## config.mk

```make
export PLATFORM = sky130hd
export DESIGN_NAME = branch_resolve
export DESIGN_NICKNAME = d
export VERILOG_FILES = /design/src/rtl/branch_resolve.sv
export SDC_FILE = /design/constraint.sdc
export NUM_CORES = 1
export LEC_CHECK = 0
export ABC_AREA = 1
export CAP_MARGIN = 10
export CORE_MARGIN = 2
export CORE_UTILIZATION = 55
export DETAILED_ROUTE_END_ITERATION = 8
export GPL_ROUTABILITY_DRIVEN = 1
export PLACE_DENSITY_LB_ADDON = 0.05
export SLEW_MARGIN = 0
export SYNTH_ARGS = -nofsm -noshare
export SYNTH_HDL_FRONTEND = slang
export SYNTH_SLANG_ARGS = --single-unit
```

## constraint.sdc

```tcl
create_clock -name clk -period 3.53 [get_ports clk]
set_input_delay 0.706 -clock clk [delete_from_list [all_inputs] [get_ports clk]]
set_output_delay 0.706 -clock clk [all_outputs]
set_load 0.005 [all_outputs]
```

## src/rtl/branch_resolve.sv

```systemverilog
// Branch/jump resolution: computes the correct PC, raises a registered redirect and
// sequences the REDIR/FLUSH recovery. Performance counters exist only with BRANCH_STATS_EN.
module branch_resolve #(
  parameter int unsigned FLUSH_CYCLES = 2,
  parameter logic [31:0] RESET_PC     = 32'h0000_0000
) (
  input  logic        clk,
  input  logic        rst,
  input  logic        ex_valid,
  input  logic [1:0]  ex_kind,
  input  logic [31:0] ex_pc,
  input  logic [31:0] ex_imm,
  input  logic [31:0] ex_rs1,
  input  logic        take_branch,
  input  logic        pred_taken,
  input  logic        redir_ready,
  output logic        redir_valid,
  output logic [31:0] redir_pc,
  output logic        flush,
  output logic        ex_stall,
  output logic [31:0] branch_cnt,
  output logic [31:0] mispredict_cnt
);

  typedef enum logic [1:0] {
    IDLE  = 2'b00,
    REDIR = 2'b01,
    FLUSH = 2'b10
  } state_e;

  localparam logic [1:0] KIND_NONE = 2'b00;
  localparam logic [1:0] KIND_BR   = 2'b01;
  localparam logic [1:0] KIND_JAL  = 2'b10;
  localparam logic [1:0] KIND_JALR = 2'b11;
  localparam logic [3:0] FLUSH_LOAD = 4'(FLUSH_CYCLES);

  state_e      state_q, state_d;
  logic [31:0] redir_pc_q, redir_pc_d;
  logic [3:0]  flush_cnt_q, flush_cnt_d;
  logic        redir_valid_q, redir_valid_d;
  logic        flush_q, flush_d;
  logic        ex_stall_q, ex_stall_d;

  logic        is_ctrl;
  logic        mispredict;
  logic [31:0] jalr_sum;
  logic [31:0] target_pc;
  logic [31:0] fall_pc;
  logic [31:0] correct_pc;

  // Target, fall-through and mispredict detection for the instruction in EX
  always_comb begin
    is_ctrl  = ex_valid && (ex_kind != KIND_NONE);
    jalr_sum = ex_rs1 + ex_imm;
    fall_pc  = ex_pc + 32'd4;
    case (ex_kind)
      KIND_BR:   target_pc = ex_pc + ex_imm;
      KIND_JAL:  target_pc = ex_pc + ex_imm;
      KIND_JALR: target_pc = {jalr_sum[31:1], 1'b0};
      default:   target_pc = fall_pc;
    endcase
    if (take_branch) begin
      correct_pc = target_pc;
    end else begin
      correct_pc = fall_pc;
    end
    mispredict = is_ctrl && ((take_branch != pred_taken) || (ex_kind == KIND_JALR));
  end

  // Recovery FSM next-state; EX inputs only matter while IDLE
  always_comb begin
    state_d     = state_q;
    redir_pc_d  = redir_pc_q;
    flush_cnt_d = flush_cnt_q;
    case (state_q)
      IDLE: begin
        if (mispredict) begin
          state_d    = REDIR;
          redir_pc_d = correct_pc;
        end else begin
          state_d = IDLE;
        end
      end
      REDIR: begin
        if (redir_ready && (FLUSH_CYCLES == 32'd0)) begin
          state_d     = IDLE;
          flush_cnt_d = 4'd0;
        end else if (redir_ready) begin
          state_d     = FLUSH;
          flush_cnt_d = FLUSH_LOAD;
        end else begin
          state_d = REDIR;
        end
      end
      FLUSH: begin
        if (flush_cnt_q <= 4'd1) begin
          state_d     = IDLE;
          flush_cnt_d = 4'd0;
        end else begin
          state_d     = FLUSH;
          flush_cnt_d = flush_cnt_q - 4'd1;
        end
      end
      default: begin
        state_d     = IDLE;
        flush_cnt_d = 4'd0;
      end
    endcase
    redir_valid_d = (state_d == REDIR);
    ex_stall_d    = (state_d == REDIR);
    flush_d       = (state_d != IDLE);
  end

  // State and registered outputs
  always_ff @(posedge clk) begin
    if (rst) begin
      state_q       <= IDLE;
      redir_pc_q    <= RESET_PC;
      flush_cnt_q   <= 4'd0;
      redir_valid_q <= 1'b0;
      flush_q       <= 1'b0;
      ex_stall_q    <= 1'b0;
    end else begin
      state_q       <= state_d;
      redir_pc_q    <= redir_pc_d;
      flush_cnt_q   <= flush_cnt_d;
      redir_valid_q <= redir_valid_d;
      flush_q       <= flush_d;
      ex_stall_q    <= ex_stall_d;
    end
  end

  assign redir_valid = redir_valid_q;
  assign redir_pc    = redir_pc_q;
  assign flush       = flush_q;
  assign ex_stall    = ex_stall_q;

`ifdef BRANCH_STATS_EN
  logic [31:0] branch_cnt_q, branch_cnt_d;
  logic [31:0] mispredict_cnt_q, mispredict_cnt_d;

  // Counters only see instructions resolved in IDLE; squashed ones are not counted
  always_comb begin
    branch_cnt_d     = branch_cnt_q;
    mispredict_cnt_d = mispredict_cnt_q;
    if ((state_q == IDLE) && is_ctrl) begin
      branch_cnt_d = branch_cnt_q + 32'd1;
    end else begin
      branch_cnt_d = branch_cnt_q;
    end
    if ((state_q == IDLE) && mispredict) begin
      mispredict_cnt_d = mispredict_cnt_q + 32'd1;
    end else begin
      mispredict_cnt_d = mispredict_cnt_q;
    end
  end

  // Counter registers
  always_ff @(posedge clk) begin
    if (rst) begin
      branch_cnt_q     <= 32'd0;
      mispredict_cnt_q <= 32'd0;
    end else begin
      branch_cnt_q     <= branch_cnt_d;
      mispredict_cnt_q <= mispredict_cnt_d;
    end
  end

  assign branch_cnt     = branch_cnt_q;
  assign mispredict_cnt = mispredict_cnt_q;
`else
  assign branch_cnt     = 32'd0;
  assign mispredict_cnt = 32'd0;
`endif

endmodule

```

Word-level counts from Yosys, hierarchy flattened
Cells that the tools add are included.
- flip-flop bits (word level): 40
- bits of input ports: 104
- output and inout bits: 99
- logic and storage cells: 37
- add/subtract/negate cells: 4
- magnitude comparators: 1
- eq/ne operators: 8
- muxes and demuxes: 9
- bitwise gates (word level): 1
- reductions and logical operators: 9
- operator list (kind ; number):
    $add A32 B32 Y32 ; 2
    $pmux W32 S2 ; 1
    $add A32 B3 Y32 const B ; 1
    $mux W32 ; 1
    $pmux W4 S3 ; 1
    $mux W4 ; 2
    $eq A2 B1 Y1 const B ; 3
    $eq A2 B2 Y1 const B ; 3
    $pmux W2 S3 ; 1
    $le A4 B1 Y1 const B ; 1
    $mux W2 ; 2
    $reduce_and A2 Y1 ; 2
    $reduce_bool A2 Y1 ; 2
    $sub A4 B1 Y4 const B ; 1
    $logic_and A1 B1 Y1 ; 2
    $logic_not A2 Y1 ; 1
    $ne A2 B2 Y1 const B ; 1
    $reduce_or A2 Y1 ; 1
    $logic_or A1 B1 Y1 ; 1
    $mux W1 ; 1
    $ne A1 B1 Y1 ; 1
    $not A1 Y1 ; 1

Depth between registers and ports, before layout
- word-level depth: 6
- mapped depth: 16
- depth with buffers taken out: 16

Least setup slack after synthesis
Ideal clock, no wire load.
- kind: input to register
- start: input port ex_pc[0]
- end: register redir_pc_q[20] (netlist: redir_pc[20])
- setup time: 0.134 ns
- arrival time: 2.147 ns
- data required time: 3.396 ns
- setup slack: 1.249 ns
- cell stages on the path: 15
- path buffers: 0
- path through: ha_1 -> inv_1 -> fa_1 -> inv_1 -> nand3_1 -> nand3_1 -> nand3_1 -> nand3_1 -> nand2_1 -> nand2_1 -> nand2_1 -> nand3_1 -> nand3_1 -> nand2_1 -> a21oi_1
- word-level cells in the longest chain between the ends: 3
- elaborated cells between the ends (all ways): 4
- classes of those cells: add/sub (2); mux (2)
- ends and longest elaborated chain (item ; line ; RTL):
    start: declaration ; 11 ; input logic [31:0] ex_pc,
    $add A32 B3 Y32 or $add A32 B32 Y32 (tied branches) ; 55, 57, 58 ;
    $pmux W32 S2 ; 56 ; case (ex_kind)
    $mux W32 * ; 62 ; if (take_branch) begin
    end signal: assignment ; 125 ; redir_pc_q <= redir_pc_d;
    end: declaration ; 38 ; logic [31:0] redir_pc_q, redir_pc_d;
Mark *: on every way between the ends. The rest lies on a longest branch, timed or not.
A chain may end at the register's enable or synchronous reset.

Worst setup path after layout
- start: input port ex_imm[1]
- end: register redir_pc_q[22] (netlist: redir_pc[22])
- word-level cells in the longest chain between the ends: 3
- elaborated cells between the ends (all ways): 4
- classes of those cells: add/sub (2); mux (2)
- ends and longest elaborated chain (item ; line ; RTL):
    start: declaration ; 12 ; input logic [31:0] ex_imm,
    $add A32 B32 Y32 (on tied branches) ; 54, 57, 58 ;
    $pmux W32 S2 * ; 56 ;
    $mux W32 * ; 62 ;
Marked as above.

==> results by group <==
Timing
  • RSZ-0062 raised after global routing: no
  • Setup slack after layout: between 0.3 and 0.4 ns
  • Final Setup Violations: 0
  • Fin crit period: roughly 3.2 ns
  • Final hold vios: 0
  • Fmax: between 0.3 and 0.4 GHz
  • Hold slack: 0.4692 ns
  • Worst Max-Slew Pin Slew: approximately 0.61 ns
  • Pins Over Slew Limit: 0
  • Setup_tns: 0 ns
  • Final cycle utilization of the critical path: 89.72%
  • Final setup skew: ~0.004 ns
  • Slew headroom: between 50% and 60%

Global route
  • Met2 usage: 60.88%
  • Total gr overflow: 0
  • M3 GR Usage: around 4%
  • Vias in the first global route: around 8900
  • Most used routing layer: met2
  • GRT Util Overall: around 36%
  • Met1 Usage GRT: a little under half
  • Antenna violations before repair: 0
  • First-pass GRT wire length: about 46 mm
  • Largest net degree at the start of global routing: between 40 and 50

Power
  • Power Density: about 230 mW/mm2
  • Sw power: 1.030 mW
  • Flop pwr share: 22.2%
  • Comb pwr share: slightly below 60%
  • Max VDD drop: about 0.21 mV
  • Pwr Total: between 2 and 2.5 mW
  • Pint: 1.244 mW
  • Cell leakage power: 5.381 nW
  • Switching Fraction: between 40% and 50%
  • Clock power frac: 19.8%

Place
  • Gp weighted congestion: about 1.0
  • Detailed placer's ending HPWL: 25.00 mm
  • Cells after DPL: roughly 1900
  • Post-DP Area: around 0.0095 mm2
  • Setup WS pre-CTS: about 0.15 ns
  • PortBufs: around 140

Critical path
  • CP Max Fanout: 6
  • Crit path launch: ex_imm[1]
  • Worst reg2reg endpoint: redir_pc[8]$_SDFFE_PP0P_
  • Worst path required time: ~3.7 ns
  • Worst R2R Start: state_q[1]$_SDFF_PP0_
  • R2R Setup Slk: between 1.5 and 2 ns
  • CP endpoint kind: flop
  • R2R depth: 7
  • CP Data Arrival Time: approximately 3.3 ns
  • Startpoint class of the critical path: input pin
  • Crit Path Class: in -> reg

Min path
  • WHS Path Cells: 2
  • Worst hold path type: reg -> reg
  • WHS Endpoint: redir_pc[20]$_SDFFE_PP0P_
  • HP Start: redir_pc[20]$_SDFFE_PP0P_

Final layout
  • Layout cells sized above 1: around 3.2%
  • Area added between synthesis and finish: 17.96%
  • Final cell count without fillers: ~1900
  • Final Util: between 60% and 70%
  • Final instance area: between 0.009 and 0.01 mm2
  • Fin nets: roughly 1900
  • # diodes: 0

Synthesis
  • Yosys Warn Count: 0
  • Syn avg cell area: between 5 and 6 um2
  • Syn Inst Count: approximately 1600
  • Seq/Total Area, Yosys: about a tenth
  • Async SR Flop Fraction: 0%
  • Ys flop type: dfxtp_1
  • Cell Area, Synth: 0.008207 mm2
  • Leading post-synthesis cells by cell area: nand2_1, inv_1, ha_1, dfxtp_1, nand3_1
  • Synth Register Bits: 40
  • Post-synth top area share: between 20% and 30%
  • Post-synth top area cell: nand2_1
  • Cell variety after synth: 48
  • Post-synth EDFFs: 0

Floorplanning
  • Core Region: 0.01453 mm2
  • # rows: 44
  • Die height: ~130 um
  • Die Span X: between 100 and 150 um
  • Initial cell density of the core: about 56%
  • Die ar.: roughly 0.016 mm2
  • I/O Pins: 203

Route
  • WL/cell: 15.80 um
  • Post-DRT Antenna Nets: 0
  • Vias per cell: roughly 5.3
  • Drt pass-1 iters: 6
  • Via count: about 10000
  • WL final: 29.59 mm
  • 1st-iter DRT viols: between 1000 and 1500
  • DRC violations left: 0

Clocking
  • Post-CTS sizing: 0
  • H-tree depth: 2
  • Cts hold-fix bufs: 0
  • Buffer count from post-CTS setup fixing: 0
  • CTS root buf: clkbuf_16
  • Clk sink count: 40
  • Skew-Pair Late Insertion Delay: roughly 0.28 ns
  • Clk slew on worst S/H paths: about 0.060 ns
  • CTS tree: yes
  • Total CTS buffers: 5
  • Clock Tree Buf Depth: 2

Outcome
  • Status: finished, final reports clean

Job
  • Max cap viols: 0
how the worst max path moves through the flow:
| stage | endpoint | slack [ns] | depth (start not counted) |
|---|---|---|---|
| 5_1_grt | redir_pc[22]$_SDFFE_PP0P_ | 0.14 | 17 |
| 2_1_floorplan | redir_pc[20]$_SDFFE_PP0P_ | 1.25 | 15 |
| 6_report | redir_pc[22]$_SDFFE_PP0P_ | 0.36 | 17 |
| 3_5_place_dp | redir_pc[22]$_SDFFE_PP0P_ | 0.15 | 17 |
| 4_1_cts | redir_pc[22]$_SDFFE_PP0P_ | 0.44 | 17 |
| 3_3_place_gp | redir_pc[22]$_SDFFE_PP0P_ | 0.17 | 17 |
layout by cell type, fill, tap and decap left out, drive strengths merged:
cell           count
dfxtp             40
o22ai              2
nor2             123
nand4             19
a41oi              1
inv              283
a21oi             97
o211ai             4
and3               3
nor4               4
a22oi              1
clkinv             5
o21ai             43
a31oi              6
clkbuf             5
fa                 2
xor2               7
ha                70
xnor2              7
clkdlybuf4s50    138
nand3            137
nand3b            12
nor3              22
or2               13
a21o               1
a211o              1
nand2            562
and2               1
a211oi             1
conb              64
buf                9
a2bb2oi            1
o21bai             5
worst max-delay path, cell delays in order:
cell	delay (ns)
clkdlybuf4s50_1	0.53
inv_1	0.11
fa_1	0.41
inv_1	0.14
nand3_1	0.08
nand3_1	0.22
nand2_1	0.08
nand2_1	0.11
nand2_1	0.07
nand2_1	0.16
nand2_1	0.10
nand2_1	0.07
nand2_1	0.05
nand3_1	0.13
nand3_1	0.18
nand2_1	0.12
a21oi_1	0.06
state kept, by name (all words and copies together), names as in the netlist:
signal and count:
flush 1, redir_pc 32, ex_stall 1, state_q 2, flush_cnt_q 4
kinds of logic (layout without fill, tap and decap cells):
kind of cell	after synthesis	after routing	synth area share, %
simple gates	896	896	46.58
fa+ha+maj	72	72	11.16
compound gates	163	163	10.70
xor+xnor	14	14	1.494
other cells	1	64	0.04569
buf+inv	373	440	20.26
flops	40	40	9.758
routing by layer:
| layer | wire length (um) | share of wire (%) |
|---|---|---|
| met1 | 11950 | 40 |
| met2 | 13450 | 45 |
| met3 | 2938 | 9.9 |
| met4 | 1242 | 4.2 |
| met5 | 0 | 0 |
cells in the mapped netlist (3+ instances only):
| cell | number |
|---|---|
| a21oi_1 | 94 |
| a21oi_2 | 3 |
| a31oi_1 | 6 |
| and3_1 | 3 |
| buf_2 | 6 |
| buf_4 | 68 |
| clkbuf_1 | 13 |
| dfxtp_1 | 40 |
| ha_1 | 70 |
| inv_1 | 280 |
| inv_2 | 3 |
| nand2_1 | 559 |
| nand3_1 | 134 |
| nand3b_1 | 11 |
| nand4_1 | 19 |
| nor2_1 | 115 |
| nor2_2 | 4 |
| nor2_4 | 3 |
| nor3_1 | 19 |
| nor4_1 | 4 |
| o211ai_1 | 4 |
| o21ai_0 | 37 |
| o21ai_1 | 6 |
| o21bai_1 | 5 |
| or2_2 | 12 |
| xnor2_1 | 7 |
| xor2_1 | 7 |
power groups by stage:
stage	logic, mW	registers [mW]	clock network, mW
2_1_floorplan	0.850	0.514	0
3_3_place_gp	1.27	0.513	0
3_5_place_dp	1.28	0.514	0
4_1_cts	1.29	0.504	0.452
5_1_grt	1.46	0.508	0.472
6_report	1.32	0.505	0.450
layout make-up:
type / count / area [um2]
Multi-Input combinational cell: 1209 / 5987
Fill cell: 1451 / 4853
Timing Repair Buffer: 147 / 1449
Inverter: 285 / 1070
Sequential cell: 40 / 800.8
Tap cell: 184 / 230.2
Clock buffer: 5 / 125.1
Clock inverter: 3 / 18.77
No activity file was read; power rests on OpenSTA's default activity.
